==> src/rtl/mem_arbiter.sv <==
// Two-requester memory arbiter: instruction fetch and data port share one memory.
// Data wins ties; fetch is forced through after STARVE_LIMIT data grants while it waits.
module mem_arbiter #(
    parameter int STARVE_LIMIT = 3
) (
    input  logic        clk,
    input  logic        reset,
    input  logic        if_req,
    input  logic [15:0] if_addr,
    output logic        if_gnt,
    output logic        if_valid,
    output logic [15:0] if_rdata,
    input  logic        d_req,
    input  logic        d_we,
    input  logic [15:0] d_addr,
    input  logic [15:0] d_wdata,
    output logic        d_gnt,
    output logic        d_valid,
    output logic [15:0] d_rdata,
    output logic        mem_en,
    output logic        mem_we,
    output logic [15:0] mem_addr,
    output logic [15:0] mem_wdata,
    input  logic [15:0] mem_rdata,
    input  logic        mem_ready
);

    localparam int CW = (STARVE_LIMIT < 3) ? 2 : $clog2(STARVE_LIMIT + 1);
    localparam logic [CW-1:0] LIMIT = CW'(STARVE_LIMIT);

    typedef enum logic [1:0] {
        IDLE    = 2'd0,
        BUSY_IF = 2'd1,
        BUSY_D  = 2'd2
    } state_t;

    state_t        state, state_nxt;
    logic [CW-1:0] starve, starve_nxt;
    logic          pick_d, pick_if;

    logic          if_gnt_nxt, if_valid_nxt, d_gnt_nxt, d_valid_nxt;
    logic          mem_en_nxt, mem_we_nxt;
    logic [15:0]   if_rdata_nxt, d_rdata_nxt, mem_addr_nxt, mem_wdata_nxt;

    // Arbitration decision, only acted on in IDLE.
    assign pick_d  = d_req && !(if_req && (starve == LIMIT));
    assign pick_if = if_req && !pick_d;

    always_ff @(posedge clk or posedge reset) begin
        if (reset) begin
            state <= IDLE;
        end else begin
            state <= state_nxt;
        end
    end

    always_comb begin
        state_nxt = state;
        case (state)
            IDLE: begin
                if (pick_d) begin
                    state_nxt = BUSY_D;
                end else if (pick_if) begin
                    state_nxt = BUSY_IF;
                end
            end
            BUSY_IF, BUSY_D: begin
                if (mem_ready) begin
                    state_nxt = IDLE;
                end
            end
            default: state_nxt = IDLE;
        endcase
    end

    always_comb begin
        if_gnt_nxt    = 1'b0;
        if_valid_nxt  = 1'b0;
        d_gnt_nxt     = 1'b0;
        d_valid_nxt   = 1'b0;
        if_rdata_nxt  = if_rdata;
        d_rdata_nxt   = d_rdata;
        mem_en_nxt    = mem_en;
        mem_we_nxt    = mem_we;
        mem_addr_nxt  = mem_addr;
        mem_wdata_nxt = mem_wdata;
        starve_nxt    = starve;
        case (state)
            IDLE: begin
                if (pick_d) begin
                    d_gnt_nxt     = 1'b1;
                    mem_en_nxt    = 1'b1;
                    mem_we_nxt    = d_we;
                    mem_addr_nxt  = d_addr;
                    mem_wdata_nxt = d_wdata;
                    if (if_req && (starve != LIMIT)) begin
                        starve_nxt = starve + 1'b1;
                    end
                end else if (pick_if) begin
                    if_gnt_nxt   = 1'b1;
                    mem_en_nxt   = 1'b1;
                    mem_we_nxt   = 1'b0;
                    mem_addr_nxt = if_addr;
                    starve_nxt   = '0;
                end
            end
            BUSY_IF: begin
                if (mem_ready) begin
                    if_rdata_nxt = mem_rdata;
                    if_valid_nxt = 1'b1;
                    mem_en_nxt   = 1'b0;
                    mem_we_nxt   = 1'b0;
                end
            end
            BUSY_D: begin
                if (mem_ready) begin
                    // Stores complete without disturbing the last load result.
                    if (!mem_we) begin
                        d_rdata_nxt = mem_rdata;
                    end
                    d_valid_nxt = 1'b1;
                    mem_en_nxt  = 1'b0;
                    mem_we_nxt  = 1'b0;
                end
            end
            default: begin
                mem_en_nxt = 1'b0;
                mem_we_nxt = 1'b0;
            end
        endcase
    end

    always_ff @(posedge clk or posedge reset) begin
        if (reset) begin
            if_gnt    <= 1'b0;
            if_valid  <= 1'b0;
            if_rdata  <= '0;
            d_gnt     <= 1'b0;
            d_valid   <= 1'b0;
            d_rdata   <= '0;
            mem_en    <= 1'b0;
            mem_we    <= 1'b0;
            mem_addr  <= '0;
            mem_wdata <= '0;
            starve    <= '0;
        end else begin
            if_gnt    <= if_gnt_nxt;
            if_valid  <= if_valid_nxt;
            if_rdata  <= if_rdata_nxt;
            d_gnt     <= d_gnt_nxt;
            d_valid   <= d_valid_nxt;
            d_rdata   <= d_rdata_nxt;
            mem_en    <= mem_en_nxt;
            mem_we    <= mem_we_nxt;
            mem_addr  <= mem_addr_nxt;
            mem_wdata <= mem_wdata_nxt;
            starve    <= starve_nxt;
        end
    end

endmodule

==> config.mk <==
export PLATFORM = sky130hd
export DESIGN_NAME = mem_arbiter
export DESIGN_NICKNAME = d
export VERILOG_FILES = /design/src/rtl/mem_arbiter.sv
export SDC_FILE = /design/constraint.sdc
export NUM_CORES = 1
export LEC_CHECK = 0
export ABC_AREA = 1
export CAP_MARGIN = 10
export CORE_MARGIN = 4
export CORE_UTILIZATION = 46
export CTS_CLUSTER_DIAMETER = 100
export CTS_CLUSTER_SIZE = 10
export DETAILED_ROUTE_END_ITERATION = 12
export PLACE_DENSITY = 0.86
export SYNTH_ARGS = -nofsm -noshare
export SYNTH_HDL_FRONTEND = slang
export SYNTH_SLANG_ARGS = --single-unit
==> constraint.sdc <==
create_clock -name clk -period 4.2 [get_ports clk]
set_input_delay 0.42 -clock clk [delete_from_list [all_inputs] [get_ports clk]]
set_output_delay 0.42 -clock clk [all_outputs]
set_load 0.005 [all_outputs]
# [Yosys cells after proc, flatten, opt, wreduce, memory -nomap -nowiden]
# Cells that the tools add are included.
[word_totals] elab_cells=60 input_bits=70 ff_bits=74
[op_classes] n_reduce_logical=15 eq_ne=7 addsub=1 bitwise=1 muxes=24
[ops] cell="16-bit two-way mux" count=2
[ops] cell="1-bit two-way mux" count=13
[ops] cell="2-bit two-way mux" count=6
[ops] cell="2-bit AND reduction" count=4
[ops] cell="3-bit AND reduction" count=2
[ops] cell="2-bit == test, second input constant" count=2
[ops] cell="1-bit logical AND" count=4
[ops] cell="2-bit by 1-bit inequality test with 1-bit output, second input constant" count=2
[ops] cell="1-bit one-hot mux with 2 select lines" count=2
[ops] cell="2-bit one-hot mux with 2 select lines" count=1
[ops] cell="3-bit inequality test, second input constant" count=1
[ops] cell="2-bit by 1-bit adder with 2-bit output, second input constant" count=1
[ops] cell="2-bit by 1-bit == test with 1-bit output, second input constant" count=1
[ops] cell="1-bit zero test" count=2
[ops] cell="2-bit zero test" count=1
[ops] cell="2-bit inequality test, second input constant" count=1
[ops] cell="2-bit nonzero test" count=1
[ops] cell="2-bit OR reduction" count=1
[ops] cell="1-bit NOT" count=1

# [Depth between registers and ports, before layout]
[depth] ltp_word=9 ltp_mapped=8 ltp_nobuf=8

# [Worst setup path after synthesis]
# Ideal clock, no wire load.
[synth_timing] path_kind="register to register" from="reg state[0]" to="reg mem_addr[7]" arrival_time_ns=1.250 slack_ns=2.833 period_less_slack_ns=1.367 path_buffers=1 stages_incl_launch_ff=9 setup_ns=0.117 required_time_ns=4.083 cell_sequence="dfrtp_1 inv_1 ha_1 inv_2 nor2_8 inv_4 buf_6 nand2_1 nand2_1"
[synth_between] elab_chain_cells=2
[synth_lines] element="start, declared" line="37" source="state_t state, state_nxt;"
[synth_lines] element="start signal, assigned" line="53" source="state <= state_nxt;"
[synth_lines] element="2-bit zero test" line="88" source="case (state)"
[synth_lines] element="2-bit AND reduction (no source line)"
[synth_lines] element="end signal, assigned" line="155" source="mem_addr <= mem_addr_nxt;"
[synth_lines] element="end, declared" line="22" source="output logic [15:0] mem_addr,"
# No other way between the ends.
# A chain may end at the register's enable or synchronous reset.

# [Final worst setup path]
[layout_timing] from="in d_req" to="reg mem_wdata[0]"
[layout_between] elab_chain_cells=2
[layout_lines] element="start, declared" line="13" source="input logic d_req,"
[layout_lines] element="1-bit logical AND" line="46" source="assign pick_d = d_req && !(if_req && (starve == LIMIT));"
[layout_lines] element="2-bit AND reduction (no source line)"
[layout_lines] element="end signal, assigned" line="156" source="mem_wdata <= mem_wdata_nxt;"
[layout_lines] element="end, declared" line="23" source="output logic [15:0] mem_wdata,"
# No other way between the ends.

==> impl_metrics.toml <==
[status]
status = "finished, final reports clean"

[hold_path]
hold_class = "primary input to asynchronous set/reset pin"

[timing]
fin_crit_ns = 1.947
fin_hold_ws_ns = 0.4435
skew_ns = 0.007097
slew-limit-headroom = 0.2520
finalHoldViolations = 0
worst_slew_pin_slew_ns = 1.122
clock.fmax_mhz = 513.7
period_share = 0.4635
final.setup.tns_ns = 0
slew_viol_final = 0
rsz0062_at_grt = "no"
setup_violations = 0

[grt]
grt_pass1_wl_um = 14400
grtUsageTotal = 0.2120
antenna_found_initial = 0
overflow = 0
grt_pass1_vias = 2953
grt_max_degree = 52

[power]
swShare = 0.3275
p_comb_frac = 0.427
p_int_mw = 2.136
power_frac_clock = 0.191
p_seq_frac = 0.383
vdd_drop_max_mv = 0.3120
p_switching_mw = 1.041
powerDensity_nw_per_um2 = 650.4
power.total_mw = 3.177
leakagePower_nw = 2.385

[critical_path]
cp.arrival_ns = 2.23
rrSetupSlack_ns = 2.28
crit_top_cell = "nand2_1"
r2r-start = "state[0]"
crit_required_ns = 4.48
cp-end-kind = "flip-flop"
path_cells = "clkdlybuf4s50_1 > nand2_8 > nor2_8 > nand2_1 > nand2_1"
cp-start-kind = "primary input"
worstPathMaxFanout = 35
r2r-end = "d_rdata[0]"
max_stage_delay_ns = 1.02
worst_r2r_path_depth = 6
path_class = "primary input to flip-flop"
cpMaxStageDelayCell = "clkdlybuf4s50_1"

[detailed_routing]
wire_per_inst_um = 14.54
ant_nets = 0
drt_iter0_drc = 166
routed_via_density = 4.930
vias = 2953
first_pass_iters = 4
drc_errors = 0
totalWireLength_um = 8712

[layout]
drive_gt1_frac = 0.05964
multi_input_area_um2 = 1136
nFillCells = 527
nets = 572
stdcell_area_um2 = 4885
areaGrowthSynthToFinish_pct = 48.72
ff_latch_area_um2 = 1852
diodes = 0

[clock_tree]
cts.sinks = 74
cts_root_buf = "clkbuf_8"
path_clk_slew_ns = 0.08
postCtsSetupRepairBufs = 0
numCtsBuffers = 9
clk_latency_ns = 0.35
clk_path_buf_depth = 2
ctsResizeCount = 0
cts_max_level = 3
cts_tree = "done"
hold_buffers = 0

[logic_synthesis]
synth.most_common_cell = "nand2_1"
synth_cells = 364
netlist_area_um2 = 3284
synth_top_cell_by_area = "dfrtp_1"
synth_top_area_share = 0.5638
synth-async-reset-ratio = 1.000
synth_nets = 438
synth_common_cells = "133 x nand2_1, 74 x dfrtp_1, 40 x inv_1"
ys_seq_area_frac = 0.5638
yosysUniqueCellTypes = 23
synth_ff_type = "dfrtp_1"
synth_edf_count = 0
syn_avg_cell_area_um2 = 9.023
synth.area.top_cells = "dfrtp_1 56%, nand2_1 15%, o21ai_0 4.9%, inv_1 4.6%, nand3b_1 3.7%"
synth_seq_cells = 74
ys_warn_count = 0

[die]
fp.dieW_um = 92.50
pin_count = 140
rows = 30
die-area_um2 = 8556
start_util = 0.4781
die_h_um = 92.50
core_area_um2 = 6869

[placed_design]
place_area_um2 = 4667
portBuffers = 139
gp_congestion = 0.8093
hpwl_um = 6359

[flow_run]
cap_viol_max_count = 0
-- worst max-delay path, delay by kind of cell --
family / cells / cell delay [ns]
buf+inv: 1 / 1.02
simple gates: 4 / 0.78
-- placed cells by master, fill, tap and decap left out, types with 6 or more instances in the layout --
| cell | count |
|---|---|
| clkdlybuf4s50_1 | 139 |
| nand2_1 | 133 |
| dfrtp_1 | 74 |
| inv_1 | 39 |
| o21ai_0 | 32 |
| nand3_1 | 19 |
| nand3b_1 | 16 |
| o21ai_1 | 10 |
| clkbuf_8 | 9 |
| o21ai_2 | 6 |
-- layout make-up --
cell class | count | area share
Clock buffer | 10 | 0.02613
Timing Repair Buffer | 140 | 0.2864
Inverter | 42 | 0.03279
Sequential cell | 74 | 0.3791
Tap cell | 96 | 0.02459
Multi-Input combinational cell | 231 | 0.2326
Clock inverter | 6 | 0.01844
-- power by group through the flow --
stage	combinational, mW	clock, mW	sequential (mW)
finish	1.36	0.606	1.22
global route	1.49	0.639	1.26
CTS	1.38	0.616	1.22
detailed placement	1.37	0	1.22
global placement	1.32	0	1.22
floorplan	0.555	0	1.23
-- logic make-up after synthesis --
family                     Yosys count  share of synthesized area
DFF                                 74                     0.5638
buffers and inverters               59                    0.09028
AOI/OAI and AO/OA                   49                    0.08152
adders and majority gates            4                    0.01524
and+or+nand+nor                    178                     0.2491
-- how the worst max path moves through the flow --
stage	start	to	slack, ns	cells after the start
floorplan	reset	d_gnt	1.90	1
global placement	d_req	starve[1]	1.97	5
detailed placement	d_req	mem_wdata[0]	1.90	5
CTS	state[0]	d_rdata[0]	2.25	6
global route	state[0]	d_rdata[10]	2.01	6
finish	d_req	mem_wdata[0]	2.25	5
-- registers in the layout, summed over array words and instances, names as in the netlist --
signal / count
d_rdata: 16
if_rdata: 16
mem_addr: 16
mem_wdata: 16
starve: 2
state: 2
d_gnt: 1
d_valid: 1
if_gnt: 1
if_valid: 1
mem_en: 1
mem_we: 1
-- layer usage --
layer / GRT usage / share of wire
met5: 0 / 0
met3: 0.04874 / 0.077
met4: 0.09406 / 0.023
met1: 0.2687 / 0.41
met2: 0.3468 / 0.49
-- per-stage QoR --
step	setup WS, ns	std cells	utilization
global route	2.009	599	0.7111
global placement	1.970	583	0.6794
detailed placement	1.902	583	0.6794
finish	2.253	599	0.7111
CTS	2.248	599	0.7111
floorplan	1.898	364	-
No activity file was read; power rests on OpenSTA's default activity.
==> RTL edit 1: new RTL, same settings <==
Re-encode `state_t` (3 states) as one-hot, 3 bits wide.
--- a/src/rtl/mem_arbiter.sv
+++ b/src/rtl/mem_arbiter.sv
@@ -28,10 +28,10 @@
     localparam int CW = (STARVE_LIMIT < 3) ? 2 : $clog2(STARVE_LIMIT + 1);
     localparam logic [CW-1:0] LIMIT = CW'(STARVE_LIMIT);
 
-    typedef enum logic [1:0] {
-        IDLE    = 2'd0,
-        BUSY_IF = 2'd1,
-        BUSY_D  = 2'd2
+    typedef enum logic [2:0] {
+        IDLE    = 3'b001,
+        BUSY_IF = 3'b010,
+        BUSY_D  = 3'b100
     } state_t;
 
     state_t        state, state_nxt;
Formal check against the unedited RTL: no difference found for any inputs over 4 cycles, from zero or initial values and one cycle with reset high; so few cycles prove little.
==> RTL edit 1 against the original RTL <==
  * Die area shrank 4.8%
  * Synthesized area shrank 5.3%
  * Cell area shrank 2.9%
  * Worst setup slack gained 0.14 ns
  * Sequential cell count grew 1
  * Power shrank 1.4%
  * Routed wire length shrank 6.1%
  * Critical endpoint is now mem_wdata[5]
  * Critical path type unchanged
==> RTL edit 1: results (changes against the original RTL) <==
met1 Track Usage GR -> 25.9% (was 26.9%)
Post-Synthesis Cells -> 361 (was 364)
Max FO, Critical Path -> 21 (was 35)
met3 wire length -> 511 um (was 667 um)
GR met2 Demand/Resource -> 35.1% (was 34.7%)
setup slack at placement -> 2.05 ns (was 1.90 ns)
routed wl met2 -> 4.02 mm (was 4.30 mm)
status -> finished, final reports clean (unchanged)
syn nets -> 432 (was 438)
DP HPWL -> 6.20 mm (was 6.36 mm)
vias in the first global route -> 2837 (was 2953)
global-route wire length before repair -> 13.7 mm (was 14.4 mm)
Synth Area in Adders -> 0.402% (was 1.52%)
Max stage delay on crit path -> 0.51 ns (was 1.02 ns)
largest net degree at the start of global routing -> 40 (was 52)
GR Util met3 -> 6.01% (was 4.87%)
GRT Overall Usage -> 20.7% (was 21.2%)
Largest delay share family, worst path -> simple AND/OR/NAND/NOR gates (was buffers and inverters)
Synth area leaders -> dfrtp_1, nand2_1, o21ai_0 (unchanged)
worst-margin pin slew -> 0.745 ns (was 1.12 ns)
Post-synth top cells -> nand2_1, dfrtp_1, inv_1 (unchanged)
gpl congestion -> 0.777 (was 0.809)
DRT iter0 DRCs -> 133 (was 166)
Layout Cells excl Fill -> 582 (was 599)
share of cells above drive strength 1 -> 5.74% (was 5.96%)
Vias per Instance -> 4.81 (was 4.93)
DP Area -> 0.00453 sq mm (was 0.00467 sq mm)
nets@finish -> 571 (was 572)
Peak supply drop -> 313 uV (was 312 uV)
Final Skew -> 0.0127 ns (was 0.00710 ns)
WL/cell -> 14.1 um (was 14.5 um)
sequential area share after synthesis -> 60.4% (was 56.4%)
==> RTL edit 1: layout make-up <==
| class | count | area [sq um] |
|---|---|---|
| Tap cell | 77 | 96.3 |
| Clock buffer | 10 | 128 |
| Clock inverter | 6 | 90.1 |
| Inverter | 28 | 108 |
| Timing Repair Buffer | 141 | 1410 |
| Fill cell | 474 | 1710 |
| Multi-Input combinational cell | 245 | 1040 |
| Sequential cell | 75 | 1880 |
==> RTL edit 1: worst paths after layout <==
kind                       startpoint           end  slack (ns)  cells after the start
min reg2reg                    mem_en        mem_en        0.48                      2
min in group asynchronous       reset  mem_wdata[3]        0.54                      2
max in group asynchronous       reset    d_rdata[7]        2.67                      3
max reg2reg                 starve[0]  mem_wdata[5]        2.45                      7
max                            if_req  mem_wdata[5]        2.39                      7
min                            mem_en        mem_en        0.48                      2
==> RTL edit 1: power breakdown <==
group,internal (W),total (W),switching [W]
clock network,0.000336,0.000596,0.000260
registers,0.00104,0.00123,0.000186
logic,0.000730,0.00131,0.000575
total,0.00211,0.00313,0.00102
==> RTL edit 2: new RTL, same settings <==
Without the edit above. `STARVE_LIMIT`: 3 -> 6.
--- a/src/rtl/mem_arbiter.sv
+++ b/src/rtl/mem_arbiter.sv
@@ -1,7 +1,7 @@
 // Two-requester memory arbiter: instruction fetch and data port share one memory.
 // Data wins ties; fetch is forced through after STARVE_LIMIT data grants while it waits.
 module mem_arbiter #(
-    parameter int STARVE_LIMIT = 3
+    parameter int STARVE_LIMIT = 6
 ) (
     input  logic        clk,
     input  logic        reset,
Behaviour: same outputs for any inputs over 4 cycles, from zero or initial values and one cycle with reset high; that may be too few to reach the edited logic, so the function may still have changed.
==> RTL edit 2 against the original RTL <==
  * First-iteration DRC count is 27% lower
  * Synthesized area down 0.53%
  * Worst setup slack got worse by 0.15 ns
  * Critical path depth unchanged
  * Power up 2.2%
  * Sequential cell count grew 1
  * Cell count rose by 3.5%
  * Clock skew increased by 0.0032 ns
  * Critical endpoint is now mem_addr[3]
  * Sequential share of layout area rose by 0.24 points
  * Register-to-register slack better by 0.11 ns
  * Utilization up 0.90 points
  * Cell area is 0.72% higher
  * Largest power group unchanged
  * Routed wire length decreased by 4.3%
==> RTL edit 2: results (changes against the original RTL) <==
Post-synth top cells -> nand2_1, dfrtp_1, inv_1 (unchanged)
XOR/XNOR Fraction of Synth Area -> 0.268% (was 0%)
register bit total from synthesis -> 75 (was 74)
Clock buf/inv share -> 4.78% (was 4.46%)
Routed Wire Length -> 8.34 mm (was 8.71 mm)
Synth area leaders -> dfrtp_1, nand2_1, inv_1 (was dfrtp_1, nand2_1, o21ai_0)
Final Skew -> 0.0103 ns (was 0.00710 ns)
Max stage delay on crit path -> 0.83 ns (was 1.02 ns)
multi-input combinational area share -> 21.6% (was 23.3%)
Vias per Instance -> 4.74 (was 4.93)
TritonCTS Buffers -> 9 (unchanged)
nets@finish -> 594 (was 572)
largest net degree at the start of global routing -> 41 (was 52)
Max FO, Critical Path -> 19 (was 35)
Non-clk invs -> 60 (was 42)
gpl congestion -> 0.791 (was 0.809)
Synth Area in Adders -> 1.91% (was 1.52%)
placed instance count -> 604 (was 583)
Plain + repair buffers -> 140 (unchanged)
status -> finished, final reports clean (unchanged)
share of cells above drive strength 1 -> 4.77% (was 5.96%)
Rel. slew slack -> 36.7% (was 25.2%)
buffering overhead -> 28.4% (was 28.6%)
leakage -> 2.50 nW (was 2.39 nW)
Peak supply drop -> 298 uV (was 312 uV)
Placeable Area -> 0.00683 sq mm (was 0.00687 sq mm)
Synth cell types -> 22 (was 23)
sequential share of power -> 38.4% (was 38.3%)
# fillers -> 523 (was 527)
DP HPWL -> 6.17 mm (was 6.36 mm)
internal power -> 0.00219 W (was 0.00214 W)
DRT iter0 DRCs -> 122 (was 166)
Arr. time, crit path -> 2.32 ns (was 2.23 ns)
GRT Overall Usage -> 20.2% (was 21.2%)
FF/Latch Area -> 0.00188 sq mm (was 0.00185 sq mm)
Compound-Gate Fraction of Synth Area -> 5.86% (was 8.15%)
clkbuf count -> 11 (was 10)
vias in the first global route -> 2920 (was 2953)
HP Class -> reg -> reg (was in -> async)
comb_multi_in -> 233 (was 231)
global-route wire length before repair -> 13.7 mm (was 14.4 mm)
-- RTL edit 2: cell count changes in the layout (fill, tap and decap cells not counted), moves of 2 or more --
cell	before	now
clkbuf_8	9	11
inv_1	39	57
nand2_1	133	147
nand3_1	19	34
nand3b_1	16	0
nor2_8	2	0
o21ai_1	10	3
o21ai_2	6	0
-- RTL edit 2: metal layers --
layer	track usage, %	vias to the layer above	wire length, um
met1	25.5	1358	3400
met4	7.43	0	133
met2	33.1	136	4030
li1	-	1430	-
met5	0	-	0
met3	5.99	14	770
-- RTL edit 2: path summary, 6_finish.rpt --
path,from,end,slack [ns],cells after the start
setup / recovery,d_req,mem_addr[3],2.10,5
hold / removal,mem_wdata[7],mem_wdata[7],0.47,2
setup reg to reg,state[0],d_rdata[1],2.39,6
hold reg to reg,mem_wdata[7],mem_wdata[7],0.47,2
max in group asynchronous,reset,mem_addr[2],2.70,3
min in group asynchronous,reset,mem_wdata[13],0.51,2
